<file path="src/rtl/game_pkg.sv">
// Shared types and constants for the bird game controller.
package game_pkg;

  typedef enum logic [1:0] {
    IDLE  = 2'd0,
    RUN   = 2'd1,
    CRASH = 2'd2,
    OVER  = 2'd3
  } state_t;

  localparam int unsigned ROWS      = 8;
  localparam int unsigned START_ROW = 3;
  localparam int unsigned TOP_ROW   = 6;

  function automatic logic [ROWS-1:0] row_onehot(input int unsigned row);
    return ROWS'(1) << row;
  endfunction

endpackage

</file>
<file path="src/rtl/step_timer.sv">
// Free-running step counter; step is high for one cycle at CYCLES-1 while enabled.
module step_timer #(
  parameter int unsigned CYCLES = 50_000_000
) (
  input  logic clk,
  input  logic rst,
  input  logic en,
  input  logic clr,
  output logic step
);

  localparam int unsigned W = (CYCLES > 1) ? $clog2(CYCLES) : 1;
  localparam logic [W-1:0] LAST = W'(CYCLES - 1);

  logic [W-1:0] count;

  assign step = en && (count == LAST);

  always_ff @(posedge clk or posedge rst) begin
    if (rst) begin
      count <= '0;
    end else if (clr) begin
      count <= '0;
    end else if (en) begin
      count <= (count == LAST) ? '0 : count + W'(1);
    end
  end

endmodule

</file>
<file path="src/rtl/bird_flight_ctrl.sv">
// Game-flow controller: bird movement, column pacing, collision, score and game FSM.
// Optional macro AUTOPILOT_EN selects ai_push as push source when ai_mode is high.
module bird_flight_ctrl
  import game_pkg::*;
#(
  parameter int unsigned STEP_CYCLES = 50_000_000,
  parameter int unsigned COL_STEPS   = 4,
  parameter int unsigned CRASH_STEPS = 8
) (
  input  logic            clk,
  input  logic            reset,
  input  logic            start,
  input  logic            push_btn,
  input  logic            ai_mode,
  input  logic            ai_push,
  input  logic [ROWS-1:0] obstacle,
  output logic [ROWS-1:0] bird_tail,
  output logic [ROWS-1:0] bird_head,
  output logic            col_advance,
  output logic [7:0]      score,
  output logic            running,
  output logic            game_over
);

  localparam int unsigned COL_W   = (COL_STEPS > 1) ? $clog2(COL_STEPS) : 1;
  localparam int unsigned CRASH_W = (CRASH_STEPS > 1) ? $clog2(CRASH_STEPS) : 1;
  localparam logic [COL_W-1:0]   COL_LAST   = COL_W'(COL_STEPS - 1);
  localparam logic [CRASH_W-1:0] CRASH_LAST = CRASH_W'(CRASH_STEPS - 1);
  localparam logic [ROWS-1:0]    START_POS  = row_onehot(START_ROW);

  state_t             state, next_state;
  logic [ROWS-1:0]    tail;
  logic [COL_W-1:0]   col_cnt;
  logic [CRASH_W-1:0] crash_cnt;
  logic               push_eff, push_prev, push_edge, push_latch, push_now;
  logic               step, hit, ground, timer_en, timer_clr;

`ifdef AUTOPILOT_EN
  assign push_eff = ai_mode ? ai_push : push_btn;
`else
  logic unused_ai;
  assign unused_ai = ai_mode ^ ai_push;
  assign push_eff  = push_btn;
`endif

  assign push_edge = push_eff && !push_prev;
  // An edge arriving in the step cycle itself still counts for that step.
  assign push_now  = push_latch || push_edge;

  assign bird_tail = tail;
  assign bird_head = {tail[ROWS-2:0], 1'b0};

  assign hit    = (state == RUN) && ((obstacle & (bird_tail | bird_head)) != '0);
  assign ground = step && tail[0] && !push_now;

  assign timer_en  = (state == RUN) || (state == CRASH);
  assign timer_clr = (next_state != state);

  step_timer #(
    .CYCLES(STEP_CYCLES)
  ) u_step_timer (
    .clk (clk),
    .rst (reset),
    .en  (timer_en),
    .clr (timer_clr),
    .step(step)
  );

  always_ff @(posedge clk or posedge reset) begin
    if (reset) begin
      state <= IDLE;
    end else begin
      state <= next_state;
    end
  end

  always_comb begin
    next_state = state;
    unique case (state)
      IDLE:  if (start) next_state = RUN;
      RUN:   if (hit || ground) next_state = CRASH;
      CRASH: if (step && (crash_cnt == CRASH_LAST)) next_state = OVER;
      OVER:  if (start) next_state = RUN;
      default: next_state = IDLE;
    endcase
  end

  always_comb begin
    running   = 1'b0;
    game_over = 1'b0;
    unique case (state)
      RUN:     running   = 1'b1;
      OVER:    game_over = 1'b1;
      default: ;
    endcase
  end

  always_ff @(posedge clk or posedge reset) begin
    if (reset) begin
      tail        <= START_POS;
      score       <= '0;
      col_advance <= 1'b0;
      col_cnt     <= '0;
      crash_cnt   <= '0;
      push_latch  <= 1'b0;
      push_prev   <= 1'b0;
    end else begin
      col_advance <= 1'b0;
      push_prev   <= push_eff;
      unique case (state)
        IDLE, OVER: begin
          if (start) begin
            tail       <= START_POS;
            score      <= '0;
            col_cnt    <= '0;
            crash_cnt  <= '0;
            push_latch <= 1'b0;
          end
        end
        RUN: begin
          crash_cnt <= '0;
          // A collision freezes everything for the cycle; the FSM takes it to CRASH.
          if (!hit) begin
            if (step) begin
              push_latch <= 1'b0;
              if (!ground) begin
                if (push_now) begin
                  if (!tail[TOP_ROW]) tail <= tail << 1;
                end else begin
                  tail <= tail >> 1;
                end
                if (col_cnt == COL_LAST) begin
                  col_cnt     <= '0;
                  col_advance <= 1'b1;
                  if ((obstacle != '0) && (score != 8'hFF)) score <= score + 8'd1;
                end else begin
                  col_cnt <= col_cnt + COL_W'(1);
                end
              end
            end else if (push_edge) begin
              push_latch <= 1'b1;
            end
          end
        end
        CRASH: begin
          if (step) crash_cnt <= crash_cnt + CRASH_W'(1);
        end
        default: ;
      endcase
    end
  end

endmodule

</file>
<file path="config.mk">
export PLATFORM = sky130hd
export DESIGN_NAME = bird_flight_ctrl
export DESIGN_NICKNAME = d
export VERILOG_FILES = /design/src/rtl/game_pkg.sv /design/src/rtl/step_timer.sv /design/src/rtl/bird_flight_ctrl.sv
export SDC_FILE = /design/constraint.sdc
export NUM_CORES = 1
export LEC_CHECK = 0
export BUFFER_PORTS_ARGS = -buffer_cell sky130_fd_sc_hd__buf_4
export CORE_MARGIN = 8
export CORE_UTILIZATION = 45
export CTS_CLUSTER_DIAMETER = 40
export DETAILED_ROUTE_END_ITERATION = 6
export HOLD_SLACK_MARGIN = 0.08
export PLACE_DENSITY = 0.67
export SETUP_SLACK_MARGIN = 0.5
export SLEW_MARGIN = 0
export SYNTH_ARGS = -nofsm -noshare
export SYNTH_HDL_FRONTEND = slang
export SYNTH_SLANG_ARGS = --single-unit
</file>
<file path="constraint.sdc">
create_clock -name clk -period 2.58 [get_ports clk]
set_input_delay 0.258 -clock clk [delete_from_list [all_inputs] [get_ports clk]]
set_output_delay 0.258 -clock clk [all_outputs]
set_load 0.005 [all_outputs]
</file>
* Word-level counts from Yosys, hierarchy flattened
Index checks and enable logic that the tools add are counted.
Storage, ports and cells: logic and storage cells 98, input bits 14, bits in registers 52
Cells by class: $add $sub $neg 4, muxes and demuxes 42, bitwise operators 2, reductions and logical operators 23, eq/ne operators 17
Operators with widths (count):
- $mux 8 | 12
- $mux 26 | 3
- $pmux 8 s2 | 2
- $add 26x1->26 const B | 1
- $eq 26x26->1 const B | 1
- $mux 2 | 8
- $reduce_bool 8->1 | 2
- $mux 1 | 11
- $pmux 3 s3 | 1
- $add 8x1->8 const B | 1
- $and 8x8->8 | 1
- $ne 2x2->1 const B | 4
- $ne 8x8->1 const B | 1
- $or 8x8->8 | 1
- $logic_and 1x1->1 | 7
- $reduce_and 7->1 | 1
- $eq 2x2->1 const B | 3
- $mux 3 | 2
- $ne 2x1->1 const B | 3
- $ne 3x3->1 const B | 2
- $pmux 2 s3 | 1
- $reduce_and 6->1 | 1
- $reduce_and 5->1 | 1
- $pmux 2 s2 | 1
- other kinds (13) | 17

* Longest topological paths before layout
word-level depth 10, depth in mapped cells 11

* Modules after synthesis
A second synthesis with hierarchy kept.
Unflattened totals: cells, all modules 341, area total of the unflattened synthesis 3099.2 sq um
By module, submodules not included:
- bird_flight_ctrl | area an instance 1665.3 sq um, instances 1, cells an instance 190, sequential area each 626.9 sq um
- step_timer | area an instance 1433.9 sq um, instances 1, cells an instance 151, sequential area each 650.6 sq um

* Worst setup path after synthesis
Ideal clock, no wire load.
kind register to register, start point reg state[0], end point reg score[0], path buffers 1, stages on the path, launching flop included 9, arrival 2165 ps, slack 290 ps, cells stage by stage dfrtp_1 -> inv_1 -> ha_1 -> clkbuf_1 -> nor4b_1 -> nor3b_1 -> nand3_1 -> a21o_1 -> mux2_2
Between the ends: word-level cells in the longest chain between the ends 7
Ends and longest elaborated chain:
- start: declaration | line bird_flight_ctrl.sv:31 | state_t state, next_state;
- start signal: assignment | line bird_flight_ctrl.sv:73 | state <= next_state;
- $eq 2x1->1 or $eq 2x2->1 (tied branches) | line bird_flight_ctrl.sv:53, bird_flight_ctrl.sv:56, bird_flight_ctrl.sv:110
- $logic_or 1x1->1 | line bird_flight_ctrl.sv:56 | assign timer_en = (state == RUN) || (state == CRASH);
- $logic_and 1x1->1 | line step_timer.sv:17 | assign step = en && (count == LAST);
- $logic_and 1x1->1 (2 in series) | line bird_flight_ctrl.sv:54 | assign ground = step && tail[0] && !push_now;
- $ne 2x2->1 (no source line)
- $reduce_and 7->1 (no source line)
- end signal: assignment | line bird_flight_ctrl.sv:135 | if ((obstacle != '0) && (score != 8'hFF)) score <= score + 8'd1;
- end: declaration | line bird_flight_ctrl.sv:20 | output logic [7:0] score,
Several ways; a longest one is shown, not always the timed one. A chain may end at the register's enable or synchronous reset.

* Final worst setup path
start point reg u_step_timer.count[19], end point reg score[0]
Between the ends: word-level cells in the longest chain between the ends 6
Ends and longest elaborated chain:
- start: declaration | line step_timer.sv:15 | logic [W-1:0] count;
- start signal: assignment | line step_timer.sv:25 | count <= (count == LAST) ? '0 : count + W'(1);
- $eq 26x26->1 (*) | line step_timer.sv:17
- $logic_and 1x1->1 (*) | line step_timer.sv:17
- $logic_and 1x1->1 (2 in series) | line bird_flight_ctrl.sv:54
- $ne 2x2->1 (no source line)
- $reduce_and 7->1 (no source line) (*)
Every way passes the cells marked *; elsewhere a longest branch is shown, timed or not.

==> reports/metrics.csv <==
stage;metric;value;unit
status;run_status;completed;
worst_setup_path;required;2780;ps
placed_design;dpl.cell_count;474;
die;die_w;100;microns
pwr;p_sw;1.38;mW
sta;post-route-period-util;85.4;%
synth;ys_warn_count;0;
clock_network;clk_root_buffer_cell;clkbuf_8;
placed_design;gp_congestion;0.869;
synth;synth_cell_types;63;
worst_setup_path;r2r-end;score[0];
synth;syn-mean-instance-area;9.13;sq um
routing;wl;9260;microns
synth;synth_area_leaders;dfrtp_1, nand3_1, nor2_1, xnor2_1, nand2_1;
layout;nFillCells;534;
worst_setup_path;critPathCapture;score[0];
grt;grt_first_pass_wirelength;14100;microns
grt;grt_pass1_vias;2855;
layout;layout.nets;453;
layout;fin_cells;527;
layout;areaGrowthSynthToFinish;37.5;%
pwr;vdd_drop_max;0.572;mV
sta;whs;347;ps
die;die-area;0.0101;sq mm
synth;synthArstFlopShare;100;%
synth;synth_top_area_cell;dfrtp_1;
clock_network;tritoncts;done;
die;start_util;46.9;%
clock_network;cts_made_buffers;5;
clock_network;cts_sinks;51;
routing;drt_first_iter_violations;259;
placed_design;port_buffers;36;
synth;netlist_instances;351;
routing;detail_route.first_pass.iterations;5;
layout;drive_gt1_share;41.8;%
sta;grt_setup_unrepaired;true;
pwr;leakagePower;1.84;nW
routing;wl_per_cell;17.6;microns
worst_setup_path;r2r-start;u_step_timer.count[19];
sta;layout_setup_ws;377;ps
placed_design;dpl_cell_area;0.00359;sq mm
worst_setup_path;start_kind;flop;
worst_setup_path;startpoint;u_step_timer.count[19];
worst_setup_path;ff2ff_path_depth;7;
clock_network;clkSlewWorstSetupHoldPaths;90;ps
routing;drc;0;
grt;antenna_found_initial;0;
worst_hold_path;hp-class;input pin to flop;
worst_setup_path;path_class;flop to flop;
placed_design;dp_slack;277;ps
sta;fmax;0.454;GHz
worst_setup_path;cp.arrival;2410;ps
synth;seq_area_frac_synth;39.9;%
pwr;seqPwrFrac;26.8;%
routing;ant_nets;0;
routing;post_drt_via_cell_ratio;5.85;
clock_network;clk-insertion-delay-late;320;ps
synth;synth_seq_cells;51;
pwr;intPower;1.89;mW
synth;synth_edf_count;0;
layout;diodes;0;
layout;post-route-util;64.5;%
worst_setup_path;critPathMaxFanout;6;
sta;tns;0;ps
grt;grt_max_degree;23;
die;core;0.00683;sq mm
pwr;power.density;740;mW/mm^2
sta;finalMaxSlewViolations;0;
sta;timing.final.crit_period;2200;ps
pwr;power_frac_comb;58.4;%
pwr;clockPowerShare;14.8;%
synth;synthFlopType;dfrtp_1;
die;fp.dieH;100;microns
grt;grt_overflow;0;
sta;setup_viol;0;
pwr;switching_share;42.1;%
pwr;total_power;3.26;mW
die;ios;41;
worst_setup_path;rrSetupSlack;380;ps
synth;synth_top_area_share;39.0;%
layout;finalInstanceArea;0.00441;sq mm
clock_network;h-tree-depth;2;
worst_setup_path;end_kind;flop;
job;drv_cap;0;
grt;grt_usage;17.3;%
sta;finalClockSkew;10.2;ps
clock_network;clock_path_buffers;2;
synth;syn-cell-area;0.00321;sq mm
sta;hold_viol_final;0;
placed_design;dp_hpwl;5690;microns
die;num_rows;30;
routing;vias;3083;
[sequential cells by signal, indices dropped and copies added, names as in the netlist]
name	count
col_cnt	2
col_advance	1
u_step_timer.count	26
push_prev	1
crash_cnt	3
bird_tail	7
state	2
push_latch	1
score	8
[synthesized netlist by cell type, types with 7 or more instances]
cell / n
nor2_1: 35
a21oi_1: 10
ha_1: 8
buf_4: 9
clkbuf_1: 9
nand4_1: 12
inv_1: 8
o21ai_0: 17
nor3_2: 7
nor3_1: 13
dfrtp_1: 50
xor2_1: 10
xnor2_1: 14
nand2_1: 29
nand3_1: 32
[what timing repair did]
action                     in CTS  in global routing
hold buffers                    2                  0
hold endpoints to repair       20                  0
gates cloned                    1                  2
setup endpoints to repair      47                 46
setup buffers                  19                 22
gates resized for setup        37                 58
pin swaps                      12                 39
[worst min path at each step]
stage,start,end,slack [ps],cells after the start
finish,start,bird_tail[3],350,3
detailed placement,reset,bird_tail[0],310,2
floorplan,push_btn,push_prev,290,0
CTS,start,bird_tail[3],330,3
global route,start,bird_tail[3],330,3
global placement,reset,bird_tail[0],310,2
[power by group through the flow]
stage                     sequential (mW)  combinational [mW]  clock (mW)
after floorplan                     0.885               0.889           0
final                               0.876                1.91       0.481
after detailed placement            0.885                1.08           0
after global routing                0.879                2.01       0.511
after CTS                           0.872                1.36       0.482
after global placement              0.882                1.08           0
[kinds of logic after synthesis]
group	Yosys count	synth area share, %
AND/OR/NAND/NOR	174	31.3
AO/OA/AOI/OAI	55	11.4
flip-flops	51	39.9
buffers and inverters	33	6.05
XOR/XNOR	24	6.56
adder cells (fa/ha/maj)	8	3.12
multiplexers	5	1.60
other	1	0.117
[placed cells by master, fill, tap and decap left out, types with 3 or more instances in the layout]
cell type  synthesis  routed
dfrtp_2            0      14
buf_4              9      89
a21oi_1           10      10
o211ai_1           3       3
nand3_1           32      29
nand3_2            0       3
dfrtp_1           50      36
clkbuf_8           0       6
o21ai_0           17       8
nor2b_1            3       3
nor2_1            35      18
nor3b_1            4       3
mux2i_1            4       4
o21ai_1            0       8
xor2_1            10      10
xnor2_1           14      14
or4_1              4       4
nor2_2             0       4
nor3_1            13       8
nand4_1           12      12
nor3_4             0       3
nand2b_1           4       3
nor4_4             1       3
nand2_1           29      29
nor3_2             7       9
and3_1             4       3
ha_1               8       6
nor2_4             0      13
inv_1              8       6
[per-layer routing]
metal  routed length [microns]  global-route usage [%]  vias to the layer above
met3                       614                    3.94                       19
li1                          -                       -                     1432
met5                         0                       0                        -
met1                      4060                    22.0                     1495
met4                       163                    7.44                        0
met2                      4430                    27.4                      137
[worst max-delay path, cell delays in order, from the launching register on]
cell	delay (ps)
dfrtp_1	500
nor4b_4	320
nand4_4	180
buf_4	190
nor4_4	290
nand3_2	150
a21o_1	200
mux2_2	260
[cell type report]
type / instances / area [sq um] / area share, %
Multi-Input combinational cell: 268 / 2060 / 46.8
Sequential cell: 51 / 1290 / 29.4
Timing Repair Buffer: 97 / 812 / 18.4
Tap cell: 96 / 120 / 2.72
Clock buffer: 6 / 82.6 / 1.87
Inverter: 8 / 30.0 / 0.681
Clock inverter: 1 / 5.00 / 0.114
(Power assumes the default switching activity.)
